===== config.mk =====
export PLATFORM = sky130hd
export DESIGN_NAME = vend_ctrl_multi
export DESIGN_NICKNAME = d
export VERILOG_FILES = /design/src/rtl/vend_pkg.sv /design/src/rtl/vend_stock_bank.sv /design/src/rtl/vend_ctrl_multi.sv
export SDC_FILE = /design/constraint.sdc
export NUM_CORES = 1
export LEC_CHECK = 0
export ABC_AREA = 1
export CAP_MARGIN = 40
export CORE_ASPECT_RATIO = 0.9
export CORE_MARGIN = 2
export CORE_UTILIZATION = 52
export DETAILED_ROUTE_END_ITERATION = 16
export PLACE_DENSITY = 0.8
export SLEW_MARGIN = 20
export SYNTH_ARGS = -nofsm -noshare
export SYNTH_HDL_FRONTEND = slang
export SYNTH_SLANG_ARGS = --single-unit
export TNS_END_PERCENT = 50

===== constraint.sdc =====
create_clock -name clk -period 3.5 [get_ports clk]
set_clock_uncertainty 0.05 [all_clocks]
set_input_delay 0.7 -clock clk [delete_from_list [all_inputs] [get_ports clk]]
set_output_delay 0.7 -clock clk [all_outputs]
set_load 0.03 [all_outputs]

===== src/rtl/vend_pkg.sv =====
// Shared types and constants for the multi-item vending controller:
// FSM states, coin encoding and the coin-to-credit conversion.
package vend_pkg;

   typedef enum logic [1:0] {
      ST_IDLE   = 2'd0,
      ST_CREDIT = 2'd1,
      ST_VEND   = 2'd2,
      ST_CHANGE = 2'd3
   } vend_state_e;

   typedef enum logic [1:0] {
      COIN_5  = 2'b00,
      COIN_10 = 2'b01,
      COIN_20 = 2'b10,
      COIN_50 = 2'b11
   } coin_e;

   localparam int COIN_VAL_W  = 8;
   localparam int CHANGE_UNIT = 5;

   function automatic logic [COIN_VAL_W-1:0] coin_value(coin_e c);
      logic [COIN_VAL_W-1:0] v;
      case (c)
         COIN_5:  v = 8'd5;
         COIN_10: v = 8'd10;
         COIN_20: v = 8'd20;
         COIN_50: v = 8'd50;
         default: v = 8'd0;
      endcase
      return v;
   endfunction

endpackage


===== src/rtl/vend_stock_bank.sv =====
// Per-item stock counters. Restock of an item overrides a same-cycle
// decrement of that item; a decrement of an empty item is ignored.
module vend_stock_bank
   import vend_pkg::*;
#(
   parameter int NUM_ITEMS  = 4,
   parameter int STOCK_W    = 4,
   parameter int STOCK_INIT = 10
) (
   input  logic                         clk,
   input  logic                         rst,
   input  logic                         dec,
   input  logic [$clog2(NUM_ITEMS)-1:0] dec_item,
   input  logic                         restock,
   input  logic [$clog2(NUM_ITEMS)-1:0] restock_item,
   output logic [NUM_ITEMS-1:0]         empty
);

   localparam logic [STOCK_W-1:0] INIT_VAL = STOCK_W'(STOCK_INIT);

   logic [STOCK_W-1:0] stock_q [NUM_ITEMS];
   logic [STOCK_W-1:0] stock_d [NUM_ITEMS];

   always_comb begin
      for (int i = 0; i < NUM_ITEMS; i++) begin
         stock_d[i] = stock_q[i];
         if (restock && (int'(restock_item) == i)) begin
            stock_d[i] = INIT_VAL;
         end else if (dec && (int'(dec_item) == i) && (stock_q[i] != '0)) begin
            stock_d[i] = stock_q[i] - 1'b1;
         end
      end
   end

   always_ff @(posedge clk) begin
      for (int i = 0; i < NUM_ITEMS; i++) begin
         if (rst) begin
            stock_q[i] <= INIT_VAL;
         end else begin
            stock_q[i] <= stock_d[i];
         end
      end
   end

   always_comb begin
      empty = '0;
      for (int i = 0; i < NUM_ITEMS; i++) begin
         empty[i] = (stock_q[i] == '0);
      end
   end

endmodule


===== src/rtl/vend_ctrl_multi.sv =====
// Multi-item vending controller: coin credit, priced selection against stock,
// dispense handshake, change paid out as 5-unit coins, cancel and idle timeout.
module vend_ctrl_multi
   import vend_pkg::*;
#(
   parameter int NUM_ITEMS   = 4,
   parameter int CREDIT_W    = 8,
   parameter int MAX_CREDIT  = 200,
   parameter int STOCK_W     = 4,
   parameter int STOCK_INIT  = 10,
   parameter int TIMEOUT_CYC = 1000
) (
   input  logic                          clk,
   input  logic                          rst,
   input  logic                          coin_valid,
   input  logic [1:0]                    coin_type,
   input  logic                          sel_valid,
   input  logic [$clog2(NUM_ITEMS)-1:0]  sel_item,
   input  logic                          cancel,
   input  logic [NUM_ITEMS*CREDIT_W-1:0] price_flat,
   input  logic                          restock,
   input  logic [$clog2(NUM_ITEMS)-1:0]  restock_item,
   output logic                          vend_valid,
   output logic [$clog2(NUM_ITEMS)-1:0]  vend_item,
   input  logic                          vend_ready,
   output logic                          chg_valid,
   input  logic                          chg_ready,
   output logic [CREDIT_W-1:0]           credit,
   output logic                          coin_reject,
   output logic                          sold_out,
   output logic                          insuff
);

   localparam int IDX_W = $clog2(NUM_ITEMS);
   localparam int TMR_W = $clog2(TIMEOUT_CYC + 1);
   localparam logic [CREDIT_W:0]   MAX_SUM  = (CREDIT_W+1)'(MAX_CREDIT);
   localparam logic [CREDIT_W-1:0] UNIT     = CREDIT_W'(CHANGE_UNIT);
   localparam logic [TMR_W-1:0]    TMR_LAST = TMR_W'(TIMEOUT_CYC - 1);

   vend_state_e         state_q, state_d;
   logic [CREDIT_W-1:0] credit_q, credit_d;
   logic [TMR_W-1:0]    tmr_q, tmr_d;
   logic [IDX_W-1:0]    vend_item_q, vend_item_d;
   logic                coin_reject_q, coin_reject_d;
   logic                sold_out_q, sold_out_d;
   logic                insuff_q, insuff_d;

   logic [CREDIT_W-1:0]  coin_val;
   logic [CREDIT_W:0]    credit_sum;
   logic [CREDIT_W-1:0]  sel_price;
   logic [NUM_ITEMS-1:0] stock_empty;
   logic                 in_accept, in_credit, sel_ok, sel_empty;
   logic                 coin_take, do_cancel, do_sel, vend_go;
   logic                 activity, timed_out, chg_fire;

   // Request decode; the coin loses to any same-cycle cancel or selection.
   always_comb begin
      coin_val   = CREDIT_W'(coin_value(coin_e'(coin_type)));
      credit_sum = {1'b0, credit_q} + {1'b0, coin_val};
      sel_price  = price_flat[int'(sel_item)*CREDIT_W +: CREDIT_W];
      sel_ok     = (int'(sel_item) < NUM_ITEMS);
      sel_empty  = stock_empty[sel_item];
      in_accept  = (state_q == ST_IDLE) || (state_q == ST_CREDIT);
      in_credit  = (state_q == ST_CREDIT);
      coin_take  = coin_valid && !cancel && !sel_valid && in_accept && (credit_sum <= MAX_SUM);
      do_cancel  = cancel && in_credit;
      do_sel     = sel_valid && !cancel && in_credit && sel_ok;
      vend_go    = do_sel && !sel_empty && (sel_price <= credit_q);
      activity   = coin_take || do_cancel || do_sel;
      timed_out  = in_credit && !activity && (tmr_q == TMR_LAST);
      chg_fire   = (state_q == ST_CHANGE) && chg_ready;
   end

   always_ff @(posedge clk) begin
      if (rst) begin
         state_q <= ST_IDLE;
      end else begin
         state_q <= state_d;
      end
   end

   always_comb begin
      state_d = state_q;
      case (state_q)
         ST_IDLE: begin
            if (coin_take) state_d = ST_CREDIT;
         end
         ST_CREDIT: begin
            if (do_cancel || timed_out) begin
               state_d = (credit_q != '0) ? ST_CHANGE : ST_IDLE;
            end else if (vend_go) begin
               state_d = ST_VEND;
            end
         end
         ST_VEND: begin
            if (vend_ready) state_d = (credit_q != '0) ? ST_CHANGE : ST_IDLE;
         end
         ST_CHANGE: begin
            if (chg_ready && (credit_q <= UNIT)) state_d = ST_IDLE;
         end
         default: state_d = ST_IDLE;
      endcase
   end

   always_comb begin
      vend_valid = 1'b0;
      chg_valid  = 1'b0;
      case (state_q)
         ST_VEND:   vend_valid = 1'b1;
         ST_CHANGE: chg_valid  = 1'b1;
         default: ;
      endcase
   end

   // Credit only moves by guarded add, guarded subtract or one change unit.
   always_comb begin
      credit_d      = credit_q;
      tmr_d         = '0;
      vend_item_d   = vend_item_q;
      coin_reject_d = coin_valid && !coin_take;
      sold_out_d    = do_sel && sel_empty;
      insuff_d      = do_sel && !sel_empty && (sel_price > credit_q);
      if (coin_take) begin
         credit_d = credit_sum[CREDIT_W-1:0];
      end else if (vend_go) begin
         credit_d    = credit_q - sel_price;
         vend_item_d = sel_item;
      end else if (chg_fire) begin
         credit_d = (credit_q > UNIT) ? (credit_q - UNIT) : '0;
      end
      if (in_credit && !activity && !timed_out) begin
         tmr_d = tmr_q + 1'b1;
      end
   end

   always_ff @(posedge clk) begin
      if (rst) begin
         credit_q      <= '0;
         tmr_q         <= '0;
         vend_item_q   <= '0;
         coin_reject_q <= 1'b0;
         sold_out_q    <= 1'b0;
         insuff_q      <= 1'b0;
      end else begin
         credit_q      <= credit_d;
         tmr_q         <= tmr_d;
         vend_item_q   <= vend_item_d;
         coin_reject_q <= coin_reject_d;
         sold_out_q    <= sold_out_d;
         insuff_q      <= insuff_d;
      end
   end

   vend_stock_bank #(
      .NUM_ITEMS  (NUM_ITEMS),
      .STOCK_W    (STOCK_W),
      .STOCK_INIT (STOCK_INIT)
   ) u_stock (
      .clk          (clk),
      .rst          (rst),
      .dec          (vend_go),
      .dec_item     (sel_item),
      .restock      (restock),
      .restock_item (restock_item),
      .empty        (stock_empty)
   );

   assign vend_item   = vend_item_q;
   assign credit      = credit_q;
   assign coin_reject = coin_reject_q;
   assign sold_out    = sold_out_q;
   assign insuff      = insuff_q;

endmodule


Word level (Yosys, flattened, before mapping)
Memory sizes are Yosys's and may differ from the RTL's.
Index checks and enable logic that the tools add are counted.
- RAM bits: 16
- memories kept: 1
- word-level logic and storage cells: 133
- bits of input ports: 46
- register bits after elaboration: 25
- output and inout bits: 15
- memory list (memory ; depth ; width ; read ports ; clocked after Yosys merged registers in ; write ports ; line ; RTL):
    u_stock.stock_q ; 4 ; 4 ; 4 ; 0 ; 4 ; vend_stock_bank.sv:21 ; logic [STOCK_W-1:0] stock_q [NUM_ITEMS];
- muxes and demuxes: 31
- $lt $le $gt $ge: 6
- equal/unequal tests: 17
- add/sub/neg operators: 8
- shifts and indexed selects: 1
- bitwise operators: 6
- reductions and logical operators: 56
- operators by type and width (cell ; count):
    two-way mux 4 bit ; 12
    two-way mux 8 bit ; 4
    one-hot mux 8 bit (4 select lines) ; 1
    variable part select 32 x 6 -> 8 bit ; 1
    logical AND 1 bit ; 29
    equality test 2 bit (second input constant) ; 8
    logical NOT 4 bit ; 4
    nonzero test 4 bit ; 4
    subtractor 4 x 1 -> 4 bit (second input constant) ; 4
    two-way mux 2 bit ; 6
    adder 10 x 1 -> 10 bit (second input constant) ; 1
    equality test 10 bit (second input constant) ; 1
    adder 8 x 8 -> 9 bit ; 1
    <= comparator 9 x 8 -> 1 bit (second input constant) ; 1
    equality test 2 x 1 -> 1 bit (second input constant) ; 4
    > comparator 8 x 3 -> 1 bit (second input constant) ; 1
    > comparator 8 bit ; 1
    <= comparator 8 x 3 -> 1 bit (second input constant) ; 1
    <= comparator 8 bit ; 1
    logical NOT 2 bit ; 4
    one-hot mux 2 bit (4 select lines) ; 1
    nonzero test 8 bit ; 1
    subtractor 8 x 3 -> 8 bit (second input constant) ; 1
    subtractor 8 bit ; 1
    14 further kinds ; 32

Depth between registers and ports, before layout
Gate-level depths: netlist of run 1.
- depth in word-level cells: 14
- gate-level depth with buffers: 20

Hierarchy
From an unflattened synthesis of run 1, not the netlist that was laid out.
- cells, all modules: 536
- area, all modules: 3443.3 µm²
- modules (own cells, without submodules) (module ; seq. area each (µm²) ; cells an instance ; instances ; area an instance (µm²)):
    vend_ctrl_multi ; 500.5 ; 374 ; 1 ; 2473.6
    vend_stock_bank ; 320.3 ; 162 ; 1 ; 969.7

Least setup slack after synthesis of run 1
Ideal clock, no wire load.
- path type: input port to flip-flop
- start: in sel_item[1]
- end: reg credit_q[4] (netlist: credit[4])
- slack: 324 ps
- arrival time: 3009 ps
- buffers on the path: 2
- required time: 3333 ps
- stages: 17
- cells stage by stage: nand2_1 inv_1 a22o_1 a221oi_1 inv_1 fa_1 nand3b_1 nand2_1 nand2_1 nand3_1 o21ai_2 buf_6 buf_6 o211ai_1 o21ai_1 nor2_1 nor2_1
- longest elaborated chain between the ends: 7
- elaborated cells on any way between the ends: 11
- classes of those cells: add/sub (1); order compare (1); shift (1); mux (4); reduce/logical (4)
- RTL lines (element ; line ; RTL):
    from (decl) ; vend_ctrl_multi.sv:18 ; input logic [$clog2(NUM_ITEMS)-1:0] sel_item,
    branches (longest 7 deep; another with <= comparator 8 bit) ; n/a ;
    to (signal assigned) ; vend_ctrl_multi.sv:145 ; credit_q <= credit_d;
    to (decl) ; vend_ctrl_multi.sv:41 ; logic [CREDIT_W-1:0] credit_q, credit_d;
Parallel ways; which one is timed is not known. The select of a mux whose other input is x is not followed.
A chain may end at the register's enable or synchronous reset.

Final worst setup path of run 1
- start: in sel_item[0]
- end: reg credit_q[6] (netlist: credit[6])
Same word-level chain as after synthesis.

==> reports/summary.txt, run 1 <==
die width -> 85.2 um
critical path launch point type -> primary input
Max Fanout on Critical Path -> 8
non-filler instance count after layout -> 629
part of the Yosys area used for sequential elements -> 26.6%
WL final -> 8560 um
initial antenna violation count -> 0
Internal -> 1.08 mW
crit path DAT -> 3.49 ns
drt pass-1 iters -> 5
GPL Wtd Cong -> 0.850
Top FF cell, synth -> dfxtp_1
commonest non-fill, non-tap cells in the layout -> nand2_1, inv_1, clkdlybuf4s50_1
IO buf count -> 60
clock transition at the registers of the reported paths -> 0.09 ns
total track usage -> 26.9%
Clock Sinks -> 41
Setup violations, final -> 0
Max Cap Viol -> 0
Slew headroom -> 59.2%
Flop pwr share -> 30.4%
Initial Util -> 54.2%
P&R area growth vs syn -> 35.3%
commonest non-fill, non-tap cell in the layout -> nand2_1
Die ar. -> 0.00656 mm2
kind of critical path -> primary input to flop
Final min period -> 3.34 ns
Seq cells post-synth -> 41
placed cell area -> 0.00401 mm2
Comb pwr share -> 45.7%
# IOs -> 61
Critical Path RT -> 3.65 ns
R2R setup slack -> 0.87 ns
maximum VDD drop -> 271 uV
area of the mapped netlist -> 0.00308 mm2
crit path capture type -> flop
maximum clock frequency -> 0.300 GHz
FP Rows -> 26
Final ANT Viol Nets -> 0
run status -> finished, final reports clean
Yosys cell types -> 39
starting DRC count in detailed routing -> 187
Clock Power Share -> 23.8%
layout cells sized above 1 -> 12.3%
largest net degree at the start of global routing -> 17
CTS max path bufs -> 2
cts bufs inserted -> 5
fin area -> 0.00417 mm2
post-CTS setup buffers -> 0
Yosys warnings -> 0
placed instance count -> 621
Slew @ Worst Pin -> 0.610 ns
CTS Hold Bufs -> 0
Tcrit/Tclk final -> 95.4%
switching power total -> 691 uW
Ant. Diodes -> 0
Syn Area/Cell -> 6.68 um2
Die H -> 77.1 um
Net Sw Frac -> 39.0%
number of global-route vias before repair -> 3290
Clk Latency, worst-skew pair -> 0.31 ns
Slew Limit Fails -> 0
HP Class -> flop to flop
leakage -> 1.92 nW
Synth async-reset ratio -> 0%
DP Wirelength -> 6810 um
vias per cell -> 5.50
core area -> 0.00569 mm2
RSZ-0062 raised after global routing -> false
global-route wire length before repair -> 14500 um
wire length per cell -> 13.6 um
Vias -> 3458
H-tree depth -> 2
Hold Vio Cnt, Final -> 0
Mapped Nets -> 531
synthesized instance count -> 462
CTS root buf -> clkbuf_8
Post-synth EDFFs -> 0
Residual DRC -> 0
power per cell area -> 424 mW/mm2
Nets -> 627
Final Total Pwr -> 1.77 mW
total global routing overflow -> 0
CTS tree -> done
timing repair:
| action | CTS | global route |
|---|---|---|
| pin swaps | 0 | 0 |
| setup endpoints to repair | 22 | 27 |
| resized for setup | 4 | 7 |
cells in the mapped netlist (all sizes together) (3+ instances only):
library cell,instances,area (um2)
ha,21,263
nand4,5,31.3
nor2,66,278
a221oi,7,61.3
nand3b,3,22.5
a21oi,27,135
nor3,13,75.1
dfxtp,41,821
o21ai,37,189
xnor2,6,52.6
o211ai,5,37.5
xor2,12,105
nand3,28,145
o31ai,3,22.5
buf,3,27.5
inv,69,259
a22o,7,61.3
nand2,92,350
layout make-up:
type / instances / area (um2)
Tap cell: 70 / 87.6
Sequential cell: 41 / 821
Clock buffer: 6 / 82.6
Multi-Input combinational cell: 347 / 2010
Fill cell: 449 / 1520
Clock inverter: 2 / 37.5
Inverter: 69 / 259
Timing Repair Buffer: 94 / 870
logic make-up (layout without fill, tap and decap cells):
family,Yosys count,after routing,share of synthesized area (%)
xor gates and xnor gates,18,18,5.11
DFF,41,41,26.6
and+or+nand+nor,209,209,29.7
adders and majority gates,23,23,9.82
buffers and inverters,74,171,9.53
AOI/OAI and AO/OA,97,97,19.3
flip-flops by register name, indices dropped and copies added (netlist names):
name and flops:
credit 8, coin_reject 1, u_stock.stock_q 16, vend_item 2
sold_out 1, tmr_q 10, state_q 2, insuff 1
worst max-delay path, stage by stage:
cell and delay, ns:
dlygate4sd2_1 0.31, nand2_1 0.12, inv_1 0.13, a22o_1 0.24, a221oi_1 0.35, ha_1 0.36, nand2_1 0.13, nor2_1 0.05
nand2_1 0.08, nand3_2 0.11, o21ai_4 0.31, buf_4 0.18, o21ai_0 0.09, o21ai_1 0.12, nand2_1 0.07, nand3_1 0.08
a21oi_1 0.06
power groups by stage:
stage | Combinational [mW] | Clock [mW] | Sequential, mW
detailed placement | 0.785 | 0 | 0.548
finish | 0.809 | 0.422 | 0.538
CTS | 0.795 | 0.423 | 0.537
global placement | 0.766 | 0 | 0.548
global route | 0.892 | 0.442 | 0.543
floorplan | 0.479 | 0 | 0.568
final timing paths:
check	from	end	cells after the start
setup reg to reg	credit[0]$_SDFFE_PP0P_	u_stock.stock_q[1][3]$_SDFFE_PP1P_	15
hold reg to reg	tmr_q[0]$_SDFF_PP0_	tmr_q[0]$_SDFF_PP0_	1
setup / recovery	sel_item[0]	credit[6]$_SDFFE_PP0P_	17
hold / removal	tmr_q[0]$_SDFF_PP0_	tmr_q[0]$_SDFF_PP0_	1
layer usage:
metal  wire, um  track usage (%)  vias up
li1           -                -     1727
met1       3930             35.0     1609
met2       4030             45.2      112
met3        489             5.49       10
met4        104             6.83        0
met5          0                0        -
through the flow:
step	hold slack, ns	util, %	TNS [ns]	setup slack (ns)
after global placement	0.382	70.4	-4.76	-0.244
after CTS	0.409	72.8	0	0.00552
after detailed placement	0.388	70.4	-9.58	-0.446
after floorplan	0.368	-	0	0.324
after global routing	0.444	73.3	0	0.0394
final	0.410	73.3	0	0.162
Power figures use the tool's default switching activity.
==> run 2: changes to the inputs <==
- CORE_MARGIN: 2 -> unset
==> run 2 against run 1 <==
  * Cell count fell by 0.16%
  * Sequential power barely moved
  * Largest cell class unchanged
  * Setup slack improved by 0.14 ns
  * Fmax rose by 4.4%
  * Critical endpoint is now u_stock.stock_q[1][3]$_SDFFE_PP1P_
  * Clock power fell by 1%
  * Combinational power fell by 2%
  * Wire length fell by 3.6%
  * First-iteration DRC count rose by 25%
  * Flip-flop and latch count did not move
  * Final area fell by 0.90%
  * Via count fell by 3.4%
==> reports/summary.txt, run 2 (synthesis gave the netlist of run 1 again) <==
WP buf/inv -> 4
P&R area growth vs syn -> 34.0%
global-route wire length before repair -> 13800 um
Tcrit/Tclk final -> 91.3%
Worst path slowest cell -> clkdlybuf4s50_1
Final min period -> 3.20 ns
starting DRC count in detailed routing -> 233
Setup violations, final -> 0
post-CTS setup buffers -> 0
Clock Power Share -> 23.9%
Max Cap Viol -> 0
Nets -> 626
met2 usage -> 47.6%
Final ANT Viol Nets -> 0
fillers -> 460
vias per cell -> 5.32
GR met1 Demand/Resource -> 35.3%
core area -> 0.00569 mm2
H-tree depth -> 2
kind of critical path -> primary input to flop
DP Wirelength -> 6660 um
Clock Sinks -> 41
FP Rows -> 26
Vias -> 3342
Flop pwr share -> 30.8%
Comb pwr share -> 45.3%
largest net degree at the start of global routing -> 17
drt pass-1 iters -> 4
Hold Vio Cnt, Final -> 0
commonest non-fill, non-tap cells in the layout -> nand2_1, inv_1, nor2_1, clkdlybuf4s50_1, dfxtp_1
maximum VDD drop -> 291 uV
Most flops, register -> u_stock.stock_q
maximum clock frequency -> 0.313 GHz
Slew headroom -> 56.1%
layout cells sized above 1 -> 12.4%
crit path capture type -> flop
Die H -> 75.1 um
critical path launch point type -> primary input
Net Sw Frac -> 38.4%
leakage -> 1.91 nW
Max Fanout on Critical Path -> 10
Layout Utilization -> 72.6%
WL final -> 8250 um
IO buf count -> 60
setup_tns -> 0 ns
Final Total Pwr -> 1.74 mW
setup ws final -> 0.304 ns
CTS Hold Bufs -> 0
CTS max path bufs -> 2
Most Used Layer, Global Route -> met2
Slew @ Worst Pin -> 0.653 ns
cts bufs inserted -> 5
placed instance count -> 620
CTS tree -> done
Largest register FFs -> 16
Die ar. -> 0.00624 mm2
# IOs -> 61
clock transition at the registers of the reported paths -> 0.09 ns
HP Class -> flop to flop
total track usage -> 27.6%
crit path DAT -> 3.40 ns
Ant. Diodes -> 0
non-filler instance count after layout -> 628
CTS root buf -> clkbuf_8
Slew Limit Fails -> 0
pre-CTS WS -> -0.444 ns
FF+latch area -> 821 um2
Clk Latency, worst-skew pair -> 0.30 ns
initial antenna violation count -> 0
met3 layer usage reported by global route -> 4.50%
footprint of the multi-input gates -> 0.00200 mm2
Initial Util -> 54.2%
commonest non-fill, non-tap cell in the layout -> nand2_1
total global routing overflow -> 0
Critical Path RT -> 3.70 ns
Max stage delay on crit path -> 0.42 ns
wire length per cell -> 13.1 um
RSZ-0062 raised after global routing -> false
crit-path leading delay family -> simple AND/OR/NAND/NOR gates
run status -> finished, final reports clean
GPL Wtd Cong -> 0.924
power per cell area -> 422 mW/mm2
switching power total -> 670 uW
cell repeated most along the worst path -> nand2_1
crit-path cells -> clkdlybuf4s50_1, a22o_1, a221oi_2, inv_1, fa_2, nand3b_1, nand2_1, nand2_1, nand3_2, o21ai_4, buf_4, nor2_4, nand2_1, nor3_2, xor2_1, inv_1, nand2_1
Residual DRC -> 0
Internal -> 1.07 mW
number of global-route vias before repair -> 3139
die width -> 83.2 um
run 2: cell types whose count changed in the layout (fill, tap and decap cells not counted), sizes merged:
cell | previous run | this run
buf | 34 | 33
clkbuf | 6 | 7
dlygate4sd2 | 1 | 0
run 2: area by class of cell:
type | count | area share [%]
Tap cell | 70 | 2.12
Sequential cell | 41 | 19.9
Timing Repair Buffer | 93 | 20.5
Inverter | 69 | 6.27
Multi-Input combinational cell | 347 | 48.4
Clock inverter | 2 | 0.908
Clock buffer | 6 | 2.00
run 2: path summary, 6_finish.rpt:
| path | cells past startpoint | start | slack (ns) | endpoint |
|---|---|---|---|---|
| min reg2reg | 1 | u_stock.stock_q[0][3]$_SDFFE_PP1P_ | 0.42 | u_stock.stock_q[0][3]$_SDFFE_PP1P_ |
| max | 17 | price_flat[1] | 0.30 | u_stock.stock_q[1][3]$_SDFFE_PP1P_ |
| min | 1 | u_stock.stock_q[0][3]$_SDFFE_PP1P_ | 0.42 | u_stock.stock_q[0][3]$_SDFFE_PP1P_ |
| max reg2reg | 15 | credit[0]$_SDFFE_PP0P_ | 0.83 | u_stock.stock_q[1][3]$_SDFFE_PP1P_ |
run 2: power by group through the flow:
stage,Combinational [mW],Sequential [mW],Clock [mW]
2_1_floorplan,0.479,0.568,0
3_3_place_gp,0.761,0.547,0
3_5_place_dp,0.775,0.549,0
4_1_cts,0.784,0.538,0.422
5_1_grt,0.888,0.544,0.442
6_report,0.790,0.538,0.417
run 2: metrics by stage:
stage / hold WS [ns] / area (um2)
floorplan: 0.368 / 3080
detailed placement: 0.406 / 3990
global route: 0.431 / 4130
global placement: 0.380 / 3990
finish: 0.418 / 4130
CTS: 0.420 / 4120
run 2: metal layers:
metal | wire length (um) | up-vias | share of wire (%)
met5 | 0 | - | 0
met4 | 117 | 0 | 1.4
met3 | 404 | 13 | 4.9
met2 | 3890 | 87 | 47
met1 | 3840 | 1510 | 46
li1 | - | 1732 | -
run 2: what timing repair did:
| item | in CTS | in global routing |
|---|---|---|
| gates resized for setup | 4 | 7 |
| pin swaps | 0 | 2 |
| endpoints found under the setup margin | 19 | 22 |
run 2: worst reg2reg max path, delay by kind of cell (launching register included):
kind / cells / cell delay, ns
buffers and inverters: 3 / 0.39
AND/OR/NAND/NOR: 8 / 0.85
AO/OA/AOI/OAI: 1 / 0.12
adder cells (fa/ha/maj): 2 / 0.59
flip-flops: 1 / 0.46
XOR/XNOR: 1 / 0.16
